$ cat config.mk
export PLATFORM = sky130hd
export DESIGN_NAME = multicycle_arith_machine
export DESIGN_NICKNAME = d
export VERILOG_FILES = /design/src/rtl/multicycle_arith_machine.sv
export SDC_FILE = /design/constraint.sdc
export NUM_CORES = 2
export LEC_CHECK = 0
export CAP_MARGIN = 20
export CORE_UTILIZATION = 60
export DETAILED_ROUTE_END_ITERATION = 6
export GPL_TIMING_DRIVEN = 0
export PLACE_DENSITY = 0.77
export SYNTH_ARGS = -nofsm -noshare
export SYNTH_HDL_FRONTEND = slang
export SYNTH_SLANG_ARGS = --single-unit
$ cat constraint.sdc
create_clock -name clock -period 65.9 [get_ports clock]
set_input_delay 13.18 -clock clock [delete_from_list [all_inputs] [get_ports clock]]
set_output_delay 13.18 -clock clock [all_outputs]
set_load 0.02 [all_outputs]
$ cat src/rtl/multicycle_arith_machine.sv
// multicycle_arith_machine: FETCH/EXEC/WB MIPS ALU subset; ports: clock/reset, inst_req/inst_addr/inst_valid/inst_data fetch port, except, retired, dbg_addr/dbg_data register read
module multicycle_arith_machine #(
  parameter int DATA_W   = 32,
  parameter int RETIRE_W = 16
) (
  input  logic                clock,
  input  logic                reset,
  output logic                inst_req,
  output logic [DATA_W-1:0]   inst_addr,
  input  logic                inst_valid,
  input  logic [31:0]         inst_data,
  output logic                except,
  output logic [RETIRE_W-1:0] retired,
  input  logic [4:0]          dbg_addr,
  output logic [DATA_W-1:0]   dbg_data
);
  typedef enum logic [1:0] {FETCH, EXEC, WB, HALT} state_t;
  state_t state, state_nx;
  logic [DATA_W-1:0] pc, res, alu, a, b, sext, zext;
  logic [DATA_W-1:0] regs [32];
  logic [31:0] ir;
  logic [4:0] dst, dst_nx;
  logic legal;
  wire [5:0]  op    = ir[31:26];
  wire [4:0]  rs    = ir[25:21];
  wire [4:0]  rt    = ir[20:16];
  wire [4:0]  rd    = ir[15:11];
  wire [5:0]  funct = ir[5:0];
  wire [15:0] imm   = ir[15:0];
  assign a         = rs == 5'd0 ? '0 : regs[rs];
  assign b         = rt == 5'd0 ? '0 : regs[rt];
  assign sext      = {{(DATA_W-16){imm[15]}}, imm};
  assign zext      = {{(DATA_W-16){1'b0}}, imm};
  assign inst_req  = state == FETCH;
  assign inst_addr = pc;
  assign except    = state == HALT;
  assign dbg_data  = dbg_addr == 5'd0 ? '0 : regs[dbg_addr];
  always_comb begin
    legal  = 1'b1;
    alu    = '0;
    dst_nx = rt;
    if (op == 6'h00) begin
      dst_nx = rd;
      case (funct)
        6'h20:   alu = a + b;
        6'h22:   alu = a - b;
        6'h24:   alu = a & b;
        6'h25:   alu = a | b;
        6'h26:   alu = a ^ b;
        6'h27:   alu = ~(a | b);
        default: legal = 1'b0;
      endcase
    end else begin
      case (op)
        6'h08:   alu = a + sext;
        6'h0C:   alu = a & zext;
        6'h0D:   alu = a | zext;
        6'h0E:   alu = a ^ zext;
        default: legal = 1'b0;
      endcase
    end
  end
  always_comb begin
    state_nx = state;
    case (state)
      FETCH:   state_nx = inst_valid ? EXEC : FETCH;
      EXEC:    state_nx = legal ? WB : HALT;
      WB:      state_nx = FETCH;
      default: state_nx = HALT;
    endcase
  end
  always_ff @(posedge clock or posedge reset) begin
    if (reset) begin
      state   <= FETCH;
      pc      <= '0;
      ir      <= '0;
      res     <= '0;
      dst     <= '0;
      retired <= '0;
      for (int i = 0; i < 32; i++) regs[i] <= '0;
    end else begin
      state <= state_nx;
      if (state == FETCH && inst_valid) ir <= inst_data;
      if (state == EXEC) begin
        res <= alu;
        dst <= dst_nx;
      end
      if (state == WB) begin
        if (dst != 5'd0) regs[dst] <= res;
        pc      <= pc + DATA_W'(4);
        retired <= retired + RETIRE_W'(1);
      end
    end
  end
endmodule

### Word level (Yosys, flattened, before mapping)

Cells that the tools add are included.

| storage, ports and cells | value |
|---|---|
| register bits after elaboration | 1143 |
| input bits | 40 |
| output and inout port bits | 82 |
| word-level logic and storage cells | 108 |

| cells by class | value |
|---|---|
| $add $sub $neg | 5 |
| order comparisons | 5 |
| equality and inequality tests | 13 |
| mux-type cells | 25 |
| bitwise operators | 11 |
| reductions and logical operators | 11 |

Operator list:

| operator | count |
|---|---|
| $bwmux 1024 | 1 |
| $bmux 32 s5 | 3 |
| $mux 32 | 11 |
| $pmux 32 s6 | 1 |
| $demux 32 s5 | 1 |
| $pmux 32 s4 | 1 |
| $add 32x32->32 | 2 |
| $eq 6x6->1 const B | 6 |
| $add 32x3->32 const B | 1 |
| $and 32x16->32 | 1 |
| $and 32x32->32 | 1 |
| $not 32->32 | 1 |
| $or 32x16->32 | 1 |
| $or 32x32->32 | 1 |
| $sub 32x32->32 | 1 |
| $xor 32x16->32 | 1 |
| $xor 32x32->32 | 1 |
| $eq 6x4->1 const B | 4 |
| $ge 6x6->1 const B | 4 |
| $not 5->6 | 4 |
| $add 16x1->16 const B | 1 |
| $logic_not 5->1 | 3 |
| $logic_not 6->1 | 1 |
| $lt 6x1->1 const B | 1 |
| other kinds (11) | 17 |

### Depth between registers and ports, before layout

| depth | value |
|---|---|
| depth after elaboration | 9 |
| depth in mapped cells | 27 |
| gate-level depth less buffers | 22 |

### Least setup slack after synthesis

Ideal clock, no wire load.

| timing | value |
|---|---|
| kind | in2out |
| from | input port dbg_addr[0] |
| to | output port dbg_data[21] |
| data arrival time | 15647 ps |
| data required time | 52720 ps |
| slack | 37073 ps |
| cell stages on the path | 7 |
| buffers on the path | 3 |
| cells stage by stage | clkbuf_1 > clkbuf_1 > buf_1 > mux4_2 > mux4_2 > mux2i_1 > nor2_1 |

| between the ends | value |
|---|---|
| longest elaborated chain between the ends | 5 |
| elaborated cells between the ends (all ways) | 6 |
| classes of those cells | mux (4); bitwise (1); reduce/logical (1) |

RTL lines:

| item | line | text |
|---|---|---|
| from (decl) | 14 | `input logic [4:0] dbg_addr,` |
| $not 5->6 (not written as such) | 37 | `assign dbg_data = dbg_addr == 5'd0 ? '0 : regs[dbg_addr];` |
| $bmux 32 s5 | 37 |  |
| $mux 32 (not written as such) (2 in series) | 37 |  |
| $mux 32 (*) | 37 |  |
| to (decl) | 15 | `output logic [DATA_W-1:0] dbg_data` |

Mark *: on every way between the ends. The rest lies on a longest branch, timed or not. The select of a mux whose other input is x is not followed.

### Final worst setup path

| timing | value |
|---|---|
| from | input port dbg_addr[0] |
| to | output port dbg_data[8] |

The elaborated chain is that of the path after synthesis.

==> results.py <==
metrics = {
    "outcome": {
        "status": "finished clean",
    },
    "die": {
        "start_util": 0.608,
        "dieArea_sq_mm": 0.124,
        "die_w_um": 352,
        "rows": 127,
        "io-pin-count": 122,
        "core_sq_mm": 0.121,
        "die_h_um": 352,
    },
    "sta": {
        "drv_slew": 0,
        "finClkSkew_ns": 0.0345,
        "fmax_mhz": 32.0,
        "tightest_slew_ns": 1.48,
        "fin_crit_sh": 0.474,
        "finalSetupViolCount": 0,
        "hold_violations": 0,
        "grt_setup_unrepaired": "no",
        "finalCriticalPeriod_ns": 31.25,
        "tns_ns": 0,
        "relSlewSlack": 0.0102,
    },
    "global_route": {
        "track_usage": 0.543,
        "antenna_found_initial": 29,
        "grt_pass1_vias": 57500,
        "grt_pass1_wl_um": 451000,
        "grt_start_max_net_pins": 125,
        "overflow": 0,
    },
    "cells_and_area": {
        "areaGrowthSynthToFinish_pct": 14.2,
        "drive_above_1_share": 0.417,
        "seqCellArea_sq_mm": 0.0286,
        "nets": 5896,
        "fill_cells": 8244,
        "multi_input_area_sq_mm": 0.0421,
    },
    "power": {
        "p_sw_frac": 0.472,
        "power.share.combinational": 0.563,
        "clockPowerShare": 0.177,
        "vdd_drop_max_v": 0.0000386,
        "pwr-share-seq": 0.260,
        "power.density_mw_per_mm2": 50.9,
        "p_leak_uw": 0.0365,
        "cell_internal_pwr_uw": 2250,
        "switching_power_uw": 2010,
        "report.power.total_uw": 4260,
    },
    "critical_path": {
        "cpMostUsedCell": "clkbuf_1",
        "critical_path_arrival_ns": 18.07,
        "worstPathRequired_ns": 52.72,
        "start_kind": "input port",
        "slowest_delay_ns": 0.97,
        "crit_family": "buffers and inverters",
        "path_max_fanout": 10,
        "path_buf_inv": 5,
        "crit_chain": "clkbuf_1 -> clkbuf_2 -> clkbuf_1 -> or4_1 -> nor2_1 -> clkbuf_1 -> nor2_1 -> clkdlybuf4s50_1",
        "worst_path_max_delay_cell": "clkbuf_1",
        "crit_type": "input port to output pin",
        "cp-end-kind": "output pin",
    },
    "hold_path": {
        "hold_path.class": "register to register",
    },
    "route": {
        "drtIter0Drc": 10600,
        "wl_um": 331000,
        "wl_per_cell_um": 44.3,
        "firstDrtPassIters": 7,
        "drcViolationCount": 0,
        "antenna_left": 0,
        "viasPerCell": 8.03,
        "vias": 60000,
    },
    "yosys": {
        "netlist_instances": 5298,
        "avgSynthCellArea_sq_um": 13.8,
        "netlist-cell-type-count": 77,
        "seq_area_frac_synth": 0.389,
        "synth_edf_count": 0,
        "syn_area_sq_mm": 0.0734,
        "ys_ff_latch": 1141,
        "yosys_warnings": 0,
        "synthArstFlopShare": 1.00,
        "synth-main-ff-cell": "dfrtp_1",
    },
    "clocking": {
        "post_cts_resized": 0,
        "numCtsBuffers": 133,
        "clockBufferDepth": 3,
        "postCtsSetupRepairBufs": 0,
        "clkSlewWorstSetupHoldPaths_ns": 0.05,
        "clock_latency_ns": 0.82,
        "cts_sinks": 1141,
        "cts-htree-levels": 4,
        "cts_tree": "done",
        "root_buffer": "clkbuf_16",
        "holdBufCountCts": 0,
    },
    "job": {
        "cap_violations": 0,
    },
    "placed_design": {
        "gp_congestion": 1.08,
        "io_buffer_count": 116,
        "hpwl_um": 239000,
    },
}
[logic make-up after synthesis]
logic type,after synthesis,synth area share
mux,2028,0.446
flops,1141,0.389
buf+inv,656,0.0370
simple gates,652,0.0401
compound gates,566,0.0493
fa+ha+maj,143,0.0246
xor+xnor,111,0.0132
other cells,1,0.0000511
[flip-flops by register name, indices dropped and copies added (netlist names)]
name and cells:
regs 1024, ir 32, res 32, inst_addr 30, retired 16, dst 5
state 2
[stage by stage]
stage | instances | utilization | area (sq um) | hold slack [ns] | setup slack [ns]
4_1_cts | 7400 | 0.691 | 83300 | 0.474 | 34.76
2_1_floorplan | 5299 | - | 73400 | 0.455 | 20.59
6_report | 7474 | 0.695 | 83800 | 0.473 | 34.65
5_1_grt | 7454 | 0.694 | 83700 | 0.509 | 34.89
3_3_place_gp | 7027 | 0.635 | 76600 | 0.462 | 7.86
3_5_place_dp | 7166 | 0.655 | 79000 | 0.463 | 34.79
[final timing paths]
check | start | endpoint | slack, ns | cells past startpoint
max | dbg_addr[0] | dbg_data[8] | 34.65 | 8
min | retired[15] | retired[15] | 0.47 | 1
max reg2reg | ir[22] | res[22] | 54.20 | 24
max in group asynchronous | reset | inst_addr[29] | 50.49 | 6
min in group asynchronous | reset | regs[556] | 12.86 | 2
min reg2reg | retired[15] | retired[15] | 0.47 | 1
[cells in the final DEF (no fill, tap or decap), types with 22 or more instances in the layout]
cell type	count
a211oi_1	35
a21o_1	40
a21oi_1	137
a221oi_1	23
a22oi_1	42
a31oi_1	35
buf_1	79
buf_16	30
buf_2	90
buf_4	25
buf_6	24
buf_8	113
clkbuf_1	356
clkbuf_16	134
clkbuf_8	22
clkdlybuf4s50_1	116
dfrtp_1	1141
diode_2	50
ha_1	141
inv_1	118
mux2_2	1008
mux2i_1	126
mux4_2	887
nand2_1	247
nand3_1	54
nor2_1	195
nor3_1	25
o21ai_0	123
o22ai_1	36
xnor2_1	90
[cell type report]
type                       instances  share of cell area
clock inverter                    45             0.00621
antenna                           50             0.00149
sequential                      1141               0.341
inverter                         119             0.00542
timing repair buffer             279              0.0462
buffer                           537              0.0277
clock buffer                     189              0.0451
tap                             1612              0.0241
multi-input combinational       3502               0.503
[synth_stat cells, drive strengths merged, types with 5 or more instances]
cell type | count | area [sq um]
dfrtp | 1141 | 28600
mux2 | 1009 | 11400
mux4 | 893 | 20100
clkbuf | 338 | 1270
nand2 | 247 | 927
buf | 199 | 1000
nor2 | 198 | 746
ha | 141 | 1760
a21oi | 137 | 686
o21ai | 135 | 694
mux2i | 126 | 1260
inv | 119 | 447
xnor2 | 90 | 788
nand3 | 54 | 270
a22oi | 42 | 315
a21o | 40 | 300
o22ai | 36 | 225
a211oi | 35 | 263
a31oi | 35 | 219
nor3 | 27 | 146
a221oi | 24 | 216
xor2 | 21 | 184
and3 | 20 | 125
nand4 | 19 | 119
nor2b | 19 | 119
nand2b | 13 | 81.3
o211ai | 11 | 82.6
or3 | 11 | 73.8
and2 | 8 | 50.1
nand3b | 8 | 60.1
o221ai | 8 | 70.1
a22o | 7 | 61.3
o21bai | 7 | 52.6
a311oi | 6 | 52.6
and4 | 6 | 52.6
o21a | 6 | 45.0
or3b | 6 | 52.6
a222oi | 5 | 50.1
nor3b | 5 | 37.5
[power groups by stage]
stage / Sequential [uW] / Clock [uW] / Combinational (uW)
floorplan: 1030 / 0 / 1400
global placement: 1080 / 0 / 2150
detailed placement: 1100 / 0 / 2220
CTS: 1090 / 746 / 2230
global route: 1130 / 773 / 2420
finish: 1110 / 754 / 2400
[per-layer routing]
layer | part of all wire | GRT usage | up-vias
met5 | 0.0041 | 0.0706 | -
met2 | 0.39 | 0.709 | 6203
li1 | - | - | 21500
met4 | 0.10 | 0.440 | 49
met1 | 0.31 | 0.604 | 30200
met3 | 0.19 | 0.365 | 1989
Note: power is estimated with default switching activity, not from simulation.
